===== config.mk =====
export PLATFORM = sky130hd
export DESIGN_NAME = pwm_actuator
export DESIGN_NICKNAME = d
export VERILOG_FILES = /design/src/rtl/pwm_actuator.sv
export SDC_FILE = /design/constraint.sdc
export NUM_CORES = 1
export LEC_CHECK = 0
export ABC_AREA = 1
export BUFFER_PORTS_ARGS = -buffer_cell sky130_fd_sc_hd__buf_2
export CAP_MARGIN = 25
export CORE_UTILIZATION = 42
export CTS_BUF_LIST = sky130_fd_sc_hd__clkbuf_8
export DETAILED_ROUTE_END_ITERATION = 8
export GPL_ROUTABILITY_DRIVEN = 0
export SKIP_CTS_REPAIR_TIMING = 1
export SLEW_MARGIN = 0
export SYNTH_ARGS = -nofsm -noshare
export SYNTH_HDL_FRONTEND = slang
export SYNTH_SLANG_ARGS = --single-unit

===== constraint.sdc =====
create_clock -name clk -period 1.62 [get_ports clk]
set_clock_uncertainty 0.2 [all_clocks]
set_input_delay 0 -clock clk [delete_from_list [all_inputs] [get_ports clk]]
set_output_delay 0 -clock clk [all_outputs]
set_load 0.03 [all_outputs]

===== src/rtl/pwm_actuator.sv =====
// pwm_actuator: turns an 8-bit duty word into a complementary half-bridge
// gate-drive pair with dead-time insertion. Duty updates arrive via a
// valid/ready handshake into a shadow register and are applied only at a
// period boundary, so every PWM period is glitch-free.
//
// state | meaning
// ------+-----------------------------------------------------------
// IDLE  | disabled, both gate drives low
// HI    | high-side on (pwm_hi=1)
// LO    | low-side on (pwm_lo=1)
// DT    | dead window, both low, dt_cnt counts down to the exit cycle
module pwm_actuator #(
  parameter int unsigned DIV       = 1,
  parameter int unsigned DEAD_TIME = 2
) (
  input  logic       clk,
  input  logic       rst_n,
  input  logic       enable,
  input  logic [7:0] duty_in,
  input  logic       duty_valid,
  output logic       duty_ready,
  output logic       pwm_hi,
  output logic       pwm_lo,
  output logic       period_start,
  output logic [7:0] duty_active
);

  localparam logic [15:0] PRESC_MAX = 16'(DIV - 1);
  localparam bit          NO_DT     = (DEAD_TIME == 0);
  localparam logic [3:0]  DT_LAST   = NO_DT ? 4'd0 : 4'(DEAD_TIME - 1);

  typedef enum logic [1:0] {S_IDLE, S_HI, S_LO, S_DT} state_t;

  logic [15:0] presc;
  logic [7:0]  cnt;
  logic        en_q;
  logic        tick;
  logic        load_pt;
  logic        handshake;
  logic [7:0]  shadow;
  logic        shadow_full;
  logic        raw_q;
  state_t      state;
  logic [3:0]  dt_cnt;
  logic        switch_req;

  assign tick       = (presc == PRESC_MAX);
  // en_q low marks the first enabled cycle, which also counts as a load point
  assign load_pt    = enable && ((tick && (cnt == 8'hFF)) || !en_q);
  assign duty_ready = ~shadow_full;
  assign handshake  = duty_valid && duty_ready;

  // Prescaler and period counter; both held at zero while disabled
  always_ff @(posedge clk or negedge rst_n) begin
    if (!rst_n) begin
      presc <= '0;
      cnt   <= '0;
      en_q  <= 1'b0;
    end else begin
      en_q <= enable;
      if (!enable) begin
        presc <= '0;
        cnt   <= '0;
      end else if (tick) begin
        presc <= '0;
        cnt   <= cnt + 8'd1;
      end else begin
        presc <= presc + 16'd1;
      end
    end
  end

  // Shadow register fill and transfer to the active duty at load points
  always_ff @(posedge clk or negedge rst_n) begin
    if (!rst_n) begin
      shadow      <= '0;
      shadow_full <= 1'b0;
      duty_active <= '0;
    end else if (handshake) begin
      // only possible while empty, so it never collides with a transfer
      shadow      <= duty_in;
      shadow_full <= 1'b1;
    end else if (load_pt && shadow_full) begin
      duty_active <= shadow;
      shadow_full <= 1'b0;
    end
  end

  // Registered compare and period strobe
  always_ff @(posedge clk or negedge rst_n) begin
    if (!rst_n) begin
      raw_q        <= 1'b0;
      period_start <= 1'b0;
    end else begin
      raw_q        <= (cnt < duty_active);
      period_start <= load_pt;
    end
  end

  // Decide whether the current drive state disagrees with the compare
  always_comb begin
    switch_req = 1'b0;
    unique case (state)
      S_IDLE:  switch_req = 1'b1;
      S_HI:    switch_req = !raw_q;
      S_LO:    switch_req = raw_q;
      default: switch_req = 1'b0;
    endcase
  end

  // Gate-drive FSM with dead-time insertion and registered outputs
  always_ff @(posedge clk or negedge rst_n) begin
    if (!rst_n) begin
      state  <= S_IDLE;
      dt_cnt <= '0;
      pwm_hi <= 1'b0;
      pwm_lo <= 1'b0;
    end else if (!enable) begin
      state  <= S_IDLE;
      dt_cnt <= '0;
      pwm_hi <= 1'b0;
      pwm_lo <= 1'b0;
    end else if ((state == S_DT && dt_cnt == 4'd0) || (switch_req && NO_DT)) begin
      // only the compare value at exit matters, edges inside DT are ignored
      state  <= raw_q ? S_HI : S_LO;
      pwm_hi <= raw_q;
      pwm_lo <= !raw_q;
    end else if (switch_req) begin
      state  <= S_DT;
      dt_cnt <= DT_LAST;
      pwm_hi <= 1'b0;
      pwm_lo <= 1'b0;
    end else if (state == S_DT) begin
      dt_cnt <= dt_cnt - 4'd1;
    end
  end

endmodule


## Word level (Yosys, flattened, before mapping)

Index checks and enable logic that the tools add are counted.

- Flip-flop bits (word level): 52
- Input bits: 12
- Output and inout bits: 12
- Logic and storage cells: 60

- Add/subtract/negate cells: 3
- Magnitude comparators: 1
- Equality and inequality tests: 8
- Multiplexer cells: 20
- Bitwise operators: 2
- Reduce and logical (&&, ||, !) cells: 14

Operators with widths:

| operator | number |
|---|---|
| 16-bit two-way mux | 2 |
| 16-bit by 1-bit adder with 16-bit output (second input constant) | 1 |
| 16-bit logical NOT | 1 |
| 4-bit two-way mux | 4 |
| 8-bit two-way mux | 2 |
| 8-bit by 1-bit adder with 8-bit output (second input constant) | 1 |
| 8-bit equality test (second input constant) | 1 |
| 8-bit < comparator | 1 |
| 2-bit two-way mux | 4 |
| 1-bit two-way mux | 7 |
| 3-bit by 1-bit != test with 1-bit output (second input constant) | 2 |
| 1-bit logical AND | 5 |
| 2-bit equality test (second input constant) | 2 |
| 4-bit logical NOT | 1 |
| 2-bit AND reduction | 2 |
| 4-bit by 1-bit subtractor with 4-bit output (second input constant) | 1 |
| 1-bit one-hot mux with 3 select lines | 1 |
| 2-bit by 1-bit equality test with 1-bit output (second input constant) | 1 |
| 1-bit logical NOT | 2 |
| 2-bit logical NOT | 1 |
| 2-bit by 1-bit != test with 1-bit output (second input constant) | 1 |
| 2-bit != test (second input constant) | 1 |
| 1-bit NOT | 2 |
| 2-bit nonzero test | 1 |
| 1-bit logical OR | 1 |

## Logic depth before layout (Yosys ltp)

Gate-level depths: netlist of the first run.

- Word-level depth: 7
- Gate-level depth with buffers: 9
- Gate-level depth less buffers: 9

## Least setup slack after synthesis of the first run

No wires, ideal clock.

- Path type: reg2reg
- Start: register presc[0]
- End: register duty_active[0]
- Library setup time: 0.118 ns
- Arrival: 1.238 ns
- Slack: 0.065 ns
- Cell stages (with the launch flop): 10
- Path buffers: 0
- Clock period less this slack: 1.555 ns
- Cell sequence: dfrtp_1 > inv_1 > ha_1 > nand2_1 > nor2_4 > nand3_2 > nand2_4 > nand3_4 > nand2_1 > nand2_1

- Longest elaborated chain between the ends: 6

RTL lines:

| element | line | text |
|---|---|---|
| start: declaration | 34 | `logic [15:0] presc;` |
| start signal: assignment | 68 | `presc <= presc + 16'd1;` |
| 16-bit logical NOT | 47 | `assign tick = (presc == PRESC_MAX);` |
| 1-bit logical AND | 49 | `assign load_pt = enable && ((tick && (cnt == 8'hFF)) \|\| !en_q);` |
| 1-bit logical OR | 49 |  |
| 1-bit logical AND | 49 |  |
| 1-bit logical AND | 83 | `end else if (load_pt && shadow_full) begin` |
| 2-bit AND reduction (no line) | -- |  |
| end signal: assignment | 84 | `duty_active <= shadow;` |
| end: declaration | 25 | `output logic [7:0] duty_active` |

No other way between the ends.
A chain may end at the register's enable or synchronous reset.

## Worst setup path in the final report of the first run

- Start: register presc[0]
- End: register duty_active[4]

Same word-level chain as after synthesis.

==> results of run 1 <==
==> registers in the layout, summed over array words and instances, names as in the netlist <==
name and flops:
cnt 8, dt_cnt 4, duty_active 8, en_q 1
period_start 1, presc 16, pwm_hi 1, pwm_lo 1
raw_q 1, shadow 8, shadow_full 1, state 2
==> synth_stat cells (2+ instances only) <==
master    instances  share of area
nand3b_1          3         0.0084
o21ai_1           7          0.013
nor2_1           36          0.050
nand3_1          19          0.035
o21ai_0           8          0.015
a21oi_1          11          0.021
nand4_1          12          0.028
nor2_2            6          0.014
xnor2_1           3         0.0098
ha_1             11          0.051
o21a_1            3         0.0084
dfrtp_1          52           0.49
mux2_2            8          0.034
clkbuf_1          3         0.0042
o31ai_1           3         0.0084
inv_1            30          0.042
nor3b_1           2         0.0056
nor3_1            4         0.0075
xor2_1            5          0.016
nand2_2           2         0.0047
nand3_2           2         0.0075
or2_2             2         0.0047
nand2_1          57          0.080
nand2_4           3          0.013
==> final cells by class <==
type	instances	area, um^2	share of cell area
Clock buffer	5	68.82	0.02015
Clock inverter	3	47.55	0.01392
Inverter	31	116.4	0.03408
Multi-Input combinational cell	215	1329	0.3892
Sequential cell	52	1301	0.3811
Tap cell	75	93.84	0.02748
Timing Repair Buffer	59	457.9	0.1341
==> where the power goes <==
| part | internal [mW] | switching [mW] |
|---|---|---|
| Combinational | 0.379 | 0.569 |
| Clock | 0.466 | 0.451 |
| Sequential | 1.49 | 0.131 |
| Total | 2.34 | 1.15 |
==> critical path: stages, from the launching register on <==
cell,delay (ns)
dfrtp_1,0.42
inv_1,0.07
ha_1,0.15
nand2_2,0.07
nor2_4,0.13
nand3_2,0.12
nand2_4,0.12
nand3_2,0.12
nand2_1,0.09
nand2_1,0.05
==> worst min-delay path by stage <==
stage,to,slack (ns),depth (start not counted)
after floorplan,cnt[0],-0.50,0
after global placement,pwm_hi,-0.17,2
after detailed placement,pwm_hi,-0.17,2
after CTS,pwm_hi,-0.51,2
after global routing,pwm_hi,0.05,3
final,pwm_hi,0.008,3
==> stage by stage <==
stage                     utilization  power (mW)  hold slack, ns   TNS, ns
after floorplan                     -       2.290         -0.4956         0
after detailed placement       0.5062       2.551         -0.1705  -0.09723
after global routing           0.5667       3.709         0.05334    -1.106
final                          0.5667       3.489        0.007780  -0.03359
after CTS                      0.5255       3.466         -0.5119   -0.2600
after global placement         0.5062       2.526         -0.1740         0
==> cells in the final DEF (no fill, tap or decap), types with 2 or more instances in the layout <==
master,n
a21oi_1,11
clkinv_4,2
nor2_4,4
nand2_4,3
mux2_2,8
dlygate4sd3_1,11
nor3b_1,2
inv_1,30
o21a_1,3
nand3_1,17
buf_12,3
ha_2,2
o31ai_1,2
buf_4,21
o21ai_0,7
nor2_2,4
nor2_1,35
clkbuf_8,5
nand2_2,4
xnor2_1,3
dfrtp_1,52
nand2_1,54
nand3_2,5
xor2_1,5
buf_2,23
o21ai_1,8
nand2_8,2
nand4_1,12
nor3_1,3
nand3b_1,3
ha_1,9
or2_2,2
==> cell families (layout without fill, tap and decap cells) <==
group / after synthesis / count (layout) / share of synthesized area
compound gates: 34 / 34 / 0.07006
xor+xnor: 8 / 8 / 0.02616
fa+ha+maj: 11 / 11 / 0.05138
buf+inv: 37 / 98 / 0.05651
flops: 52 / 52 / 0.4858
mux: 8 / 8 / 0.03363
simple gates: 152 / 154 / 0.2765
==> routing by layer <==
metal  GRT usage  wire length (um)
met1      0.2300              2645
met2      0.2818              2565
met3     0.02667               102
met4     0.05263                43
met5           0                 0
==> flow_metrics.tcl, run 1 <==
set metrics [dict create \
    ios 24 \
    reg2reg_from "presc[0]" \
    max_freq_mhz 611.5 \
    via_per_inst 4.923 \
    syn_avg_cell_area_um2 8.870 \
    synth_edf_count 0 \
    setup_viol 4 \
    dr_total_vias 2166 \
    peakVddDrop_mv 0.8104 \
    grt_pass1_wl_um 8811 \
    yosysWarningCount 0 \
    dieArea_um2 6702 \
    totalWireLength_um 5356 \
    initial_core_util 0.4446 \
    post_dp_cell_area_um2 3050 \
    preCtsSetupSlack_ns -0.02110 \
    status "complete, but fails checks" \
    layout-drive-gt1-share 0.2603 \
    endpoint_kind "flop" \
    place_inst 417 \
    cap_viol_max_count 0 \
    ys_seq_elements 52 \
    synth_cell_types 34 \
    final-hold-violation-count 0 \
    max-slew-margin-rel 0.7767 \
    synth_nets 325 \
    crit_end "duty_active[4]" \
    root_buffer "clkbuf_8" \
    std_cell_rows 28 \
    cts_buffers 5 \
    fin_crit_sh 1.009 \
    syn_area_um2 2679 \
    fin_crit_ns 1.635 \
    powerDensity_nw_per_um2 1022 \
    worstPathMaxFanout 4 \
    fin_cells 440 \
    ff2ff_path_depth 9 \
    fin_nets 387 \
    drc 0 \
    cp-start-kind "flop" \
    coreArea_um2 6026 \
    die_w_um 81.87 \
    design_area_um2 3415 \
    r2r_end "duty_active[4]" \
    area_growth_pct 27.46 \
    grt_antenna_before_repair 0 \
    post-dp-hpwl_um 3738 \
    n_fill_cell 543 \
    critical_path_arrival_ns 1.64 \
    async_reset_ff_frac 1.000 \
    cts_sinks 52 \
    fp.dieH_um 81.87 \
    ys_seq_area_frac 0.4858 \
    p_leak_nw 1.630 \
    violations "negative setup slack" \
    diodes 0 \
    finalMaxSlewViolations 0 \
    worstSetupPathType "reg -> reg" \
    clockBufferDepth 2 \
    reg2reg_slack_ns -0.02 \
    wl_per_cell_um 12.17 \
    clk_latency_ns 0.31 \
    grt_pass1_vias 2008 \
    cts_htree_levels 2 \
    antenna_left 0 \
    grt_remaining_overflow 0 \
    tightest_slew_ns 0.3350 \
    cp.required_ns 1.62 \
    rsz0062_at_grt "true" \
    grt_max_degree 27 \
    portBuffers 23 \
    finalWorstSetupSlack_ns -0.01537 \
    min_path_type "in -> async" \
    syn-instance-count 302 \
    grtUsageTotal 0.1711 \
    path_clk_slew_ns 0.11 \
    crit_path_start "presc[0]" \
    cts_tree "yes" \
    drt_iter0_drc 88 \
    dr.pass1.iters 4 \
    synthFlopType "dfrtp_1" \
]
Power figures use the tool's default switching activity.
==> inputs of run 2 (changes only) <==
--- a/config.mk
+++ b/config.mk
@@ -9,4 +9,5 @@
 export BUFFER_PORTS_ARGS = -buffer_cell sky130_fd_sc_hd__buf_2
 export CAP_MARGIN = 25
+export CORE_ASPECT_RATIO = 0.6
 export CORE_UTILIZATION = 42
 export CTS_BUF_LIST = sky130_fd_sc_hd__clkbuf_8
==> constraint.sdc (replaced) <==
create_clock -name clk -period 1.62 [get_ports clk]
set_clock_uncertainty 0.2 [all_clocks]
set_input_delay 0.486 -clock clk [delete_from_list [all_inputs] [get_ports clk]]
set_output_delay 0.486 -clock clk [all_outputs]
set_load 0.03 [all_outputs]
==> flow_metrics.tcl, run 2 (synthesized netlist as in run 1, its figures left out) <==
set metrics [dict create \
    violations "negative setup slack" \
    grtUsageTotal 0.1817 \
    max-slew-margin-rel 0.7869 \
    gr-usage-met3 0.03673 \
    fin_nets 388 \
    dr.pass1.iters 4 \
    area_growth_pct 28.40 \
    dr_total_vias 2192 \
    top_usage_layer "met1" \
    place_inst 427 \
    fin_crit_ns 1.639 \
    rsz0062_at_grt "true" \
    std_cell_rows 22 \
    coreArea_um2 6138 \
    ios 24 \
    largest_reg_flops 16 \
    mostFrequentLayoutCells "54 x nand2_1, 51 x dfrtp_1, 34 x nor2_1, 34 x buf_4, 28 x inv_1" \
    peakVddDrop_mv 0.5346 \
    p_leak_nw 1.654 \
    initial_core_util 0.4364 \
    power.total_mw 3.738 \
    diodes 0 \
    top_register "presc" \
    cts_htree_levels 2 \
    drc 0 \
    cts_buffers 5 \
    grt_remaining_overflow 0 \
    clk_latency_ns 0.32 \
    drt_iter0_drc 106 \
    holdWs_ns 0.1947 \
    grt_max_degree 23 \
    layout-drive-gt1-share 0.2923 \
    wl_per_cell_um 12.85 \
    root_buffer "clkbuf_8" \
    fp.dieH_um 63.86 \
    max_freq_mhz 610.0 \
    cp-start-kind "flop" \
    die_w_um 105.1 \
    cp.required_ns 1.65 \
    n_fill_cell 567 \
    fin_crit_sh 1.012 \
    portBuffers 23 \
    grt_antenna_before_repair 0 \
    cts_tree "yes" \
    fin_cells 450 \
    path_clk_slew_ns 0.10 \
    grtUsageMet1 0.2737 \
    powerDensity_nw_per_um2 1087 \
    critical_path_arrival_ns 1.67 \
    cap_viol_max_count 0 \
    finalSetupTns_ns -0.03241 \
    final-hold-violation-count 0 \
    antenna_left 0 \
    final_common_cell "nand2_1" \
    clockBufferDepth 2 \
    endpoint_kind "flop" \
    setup_viol 3 \
    worstSetupPathType "reg -> reg" \
    finalMaxSlewViolations 0 \
    met2_usage 0.2591 \
    post-dp-hpwl_um 4134 \
    min_path_type "in -> reg" \
    worstPathMaxFanout 8 \
    finalWorstSetupSlack_ns -0.01931 \
    totalWireLength_um 5782 \
    dieArea_um2 6712 \
    tightest_slew_ns 0.3189 \
    grt_pass1_wl_um 9542 \
    via_per_inst 4.871 \
    cts_sinks 52 \
    grt_pass1_vias 2033 \
    status "complete, but fails checks" \
]
-- run 2: metal layers --
metal / vias to the layer above / share of wire
met4: 0 / 0.012
met1: 1019 / 0.53
li1: 1135 / -
met2: 30 / 0.42
met5: - / 0
met3: 8 / 0.041
-- run 2: per-stage QoR --
stage / utilization / instance area, um^2 / setup WS, ns
2_1_floorplan: - / 2679 / 0.05406
3_5_place_dp: 0.5020 / 3082 / -0.03948
4_1_cts: 0.5208 / 3197 / -0.06330
5_1_grt: 0.5603 / 3440 / -0.1162
6_report: 0.5603 / 3440 / -0.01931
3_3_place_gp: 0.5020 / 3082 / 0.005282
-- run 2: final timing paths --
kind	startpoint	end	slack (ns)	cells past startpoint
setup / recovery	presc[12]	cnt[3]	-0.02	6
hold / removal	duty_in[5]	shadow[5]	0.19	2
setup reg to reg	presc[12]	cnt[3]	-0.02	6
hold reg to reg	presc[0]	presc[0]	0.29	1
max in group asynchronous	rst_n	presc[4]	0.41	3
min in group asynchronous	rst_n	pwm_hi	0.39	2
-- run 2: final cells by class --
type | count | area, um^2 | share of cell area
Tap cell | 84 | 105.1 | 0.03056
Clock buffer | 5 | 68.82 | 0.02001
Multi-Input combinational cell | 215 | 1319 | 0.3834
Inverter | 31 | 116.4 | 0.03383
Clock inverter | 3 | 46.29 | 0.01346
Sequential cell | 52 | 1303 | 0.3787
Timing Repair Buffer | 60 | 481.7 | 0.1401
-- run 2: power breakdown --
group          switching [mW]  total [mW]  internal [mW]
registers               0.156        1.65           1.49
logic                   0.625        1.16          0.531
clock network           0.466       0.932          0.466
total                    1.25        3.74           2.49
-- run 2: worst max-delay path: stages, from the launching register on --
cell and delay [ns]:
dfrtp_1 0.41, nor2_1 0.13, nand2_1 0.08, nor2_2 0.22
nand2_4 0.13, buf_6 0.16, o31ai_1 0.21
==> inputs of run 3 (changes only) <==
Clock period 1.62 ns to 1.7 ns, I/O delays scaled along.
==> flow_metrics.tcl, run 3 (synthesized netlist as in run 1, its figures left out) <==
set metrics [dict create \
    tightest_slew_ns 0.3431 \
    rsz0062_at_grt "true" \
    grt_pass1_vias 1924 \
    critical_path_arrival_ns 1.65 \
    finish.utilization 0.5167 \
    totalWireLength_um 5738 \
    top_register "presc" \
    layout-drive-gt1-share 0.2312 \
    path_clk_slew_ns 0.09 \
    p_switching_mw 1.105 \
    place_inst 420 \
    holdWs_ns -0.009273 \
    ios 24 \
    endpoint_kind "flop" \
    worstPathMaxFanout 7 \
    coreArea_um2 6138 \
    std_cell_rows 22 \
    final_common_cell "nand2_1" \
    min_path_type "in -> async" \
    preCtsSetupSlack_ns 0.02814 \
    sequentialPowerShare 0.493 \
    setup_viol 0 \
    cp.required_ns 1.70 \
    drc 0 \
    clk_latency_ns 0.31 \
    initial_core_util 0.4364 \
    cp-start-kind "flop" \
    fin_nets 368 \
    largest_reg_flops 16 \
    final-hold-violation-count 20 \
    drt_iter0_drc 95 \
    cts_buffers 5 \
    diodes 0 \
    power.total_mw 3.192 \
    finalMaxSlewViolations 0 \
    antenna_left 0 \
    p_int_mw 2.087 \
    status "complete, but fails checks" \
    max-slew-margin-rel 0.7697 \
    mostFrequentLayoutCells "54 x nand2_1, 51 x dfrtp_1, 36 x nor2_1" \
    n_fill_cell 596 \
    area_growth_pct 18.40 \
    grt_max_degree 53 \
    dieArea_um2 6712 \
    cts_htree_levels 2 \
    p_comb_frac 0.277 \
    fin_cells 430 \
    p_sw_frac 0.3462 \
    cap_viol_max_count 0 \
    fin_crit_ns 1.649 \
    cts_sinks 52 \
    p_leak_nw 1.536 \
    grt_pass1_wl_um 9418 \
    dr.pass1.iters 5 \
    max_freq_mhz 606.5 \
    clockBufferDepth 2 \
    grtUsageTotal 0.1816 \
    worstSetupPathType "reg -> reg" \
    cts_tree "yes" \
    peakVddDrop_mv 0.4715 \
    die_w_um 105.1 \
    grt_remaining_overflow 0 \
    fin_crit_sh 0.9699 \
    clkPwrFrac 0.229 \
    portBuffers 23 \
    fp.dieH_um 63.86 \
    post-dp-hpwl_um 4081 \
    via_per_inst 4.956 \
    dr_total_vias 2131 \
    grt_antenna_before_repair 0 \
    finalSetupTns_ns 0 \
    powerDensity_nw_per_um2 1006 \
    wl_per_cell_um 13.34 \
    root_buffer "clkbuf_8" \
    violations "negative hold slack" \
    finalWorstSetupSlack_ns 0.05113 \
]
-- run 3: cell types whose count changed in the layout (fill, tap and decap cells not counted), moves of 2 or more --
cell     change
buf_4       -19
buf_2        +8
buf_6        -5
inv_1        +4
inv_2        -2
nor2_1       +2
o21ai_0      +2
o21ai_1      -2
-- run 3: per-layer routing --
metal | wire length, um | up-vias | global-route usage
met5 | 0 | - | 0
met4 | 43 | 0 | 0.04754
met3 | 261 | 4 | 0.04388
met2 | 2272 | 38 | 0.2343
met1 | 3160 | 1007 | 0.2925
li1 | - | 1082 | -
-- run 3: cell type report --
cell class / count / area, um^2 / share of cell area
Timing Repair Buffer: 41 / 285.3 / 0.08994
Clock inverter: 2 / 7.507 / 0.002367
Tap cell: 84 / 105.1 / 0.03314
Sequential cell: 52 / 1303 / 0.4107
Clock buffer: 6 / 82.58 / 0.02604
Multi-Input combinational cell: 214 / 1272 / 0.4012
Inverter: 31 / 116.4 / 0.03669
-- run 3: power by group through the flow --
stage	logic [mW]	clock network, mW	registers, mW
global route	0.998	0.797	1.60
global placement	0.853	0	1.60
detailed placement	0.873	0	1.60
finish	0.884	0.733	1.58
CTS	0.879	0.755	1.58
floorplan	0.494	0	1.69
-- run 3: final timing paths --
check                           startpoint             end  slack (ns)  cells past startpoint
min in group clk                duty_in[3]       shadow[3]        0.23                      2
worst min-delay path                 rst_n       dt_cnt[3]      -0.009                      2
max in group asynchronous            rst_n        presc[4]        1.07                      2
worst min register to register   dt_cnt[0]       dt_cnt[0]        0.29                      2
worst max-delay path              presc[0]  duty_active[1]        0.05                      9
worst max register to register    presc[0]  duty_active[1]        0.05                      9
-- run 3: through the flow --
| step | instance area, um^2 | hold slack (ns) |
|---|---|---|
| after floorplan | 2679 | 0.01441 |
| after global placement | 3017 | 0.2708 |
| after detailed placement | 3017 | 0.2733 |
| after CTS | 3107 | 0.008603 |
| after global routing | 3172 | 0.01620 |
| final | 3172 | -0.009273 |
-- run 3: critical path, stage by stage (launching register included) --
cell and delay [ns]:
dfrtp_1 0.42, inv_1 0.07, ha_1 0.15, nand2_2 0.07, nor2_4 0.12, nand3_2 0.11, nand2_4 0.15, nand3_2 0.13
nand2_1 0.08, nand2_1 0.04
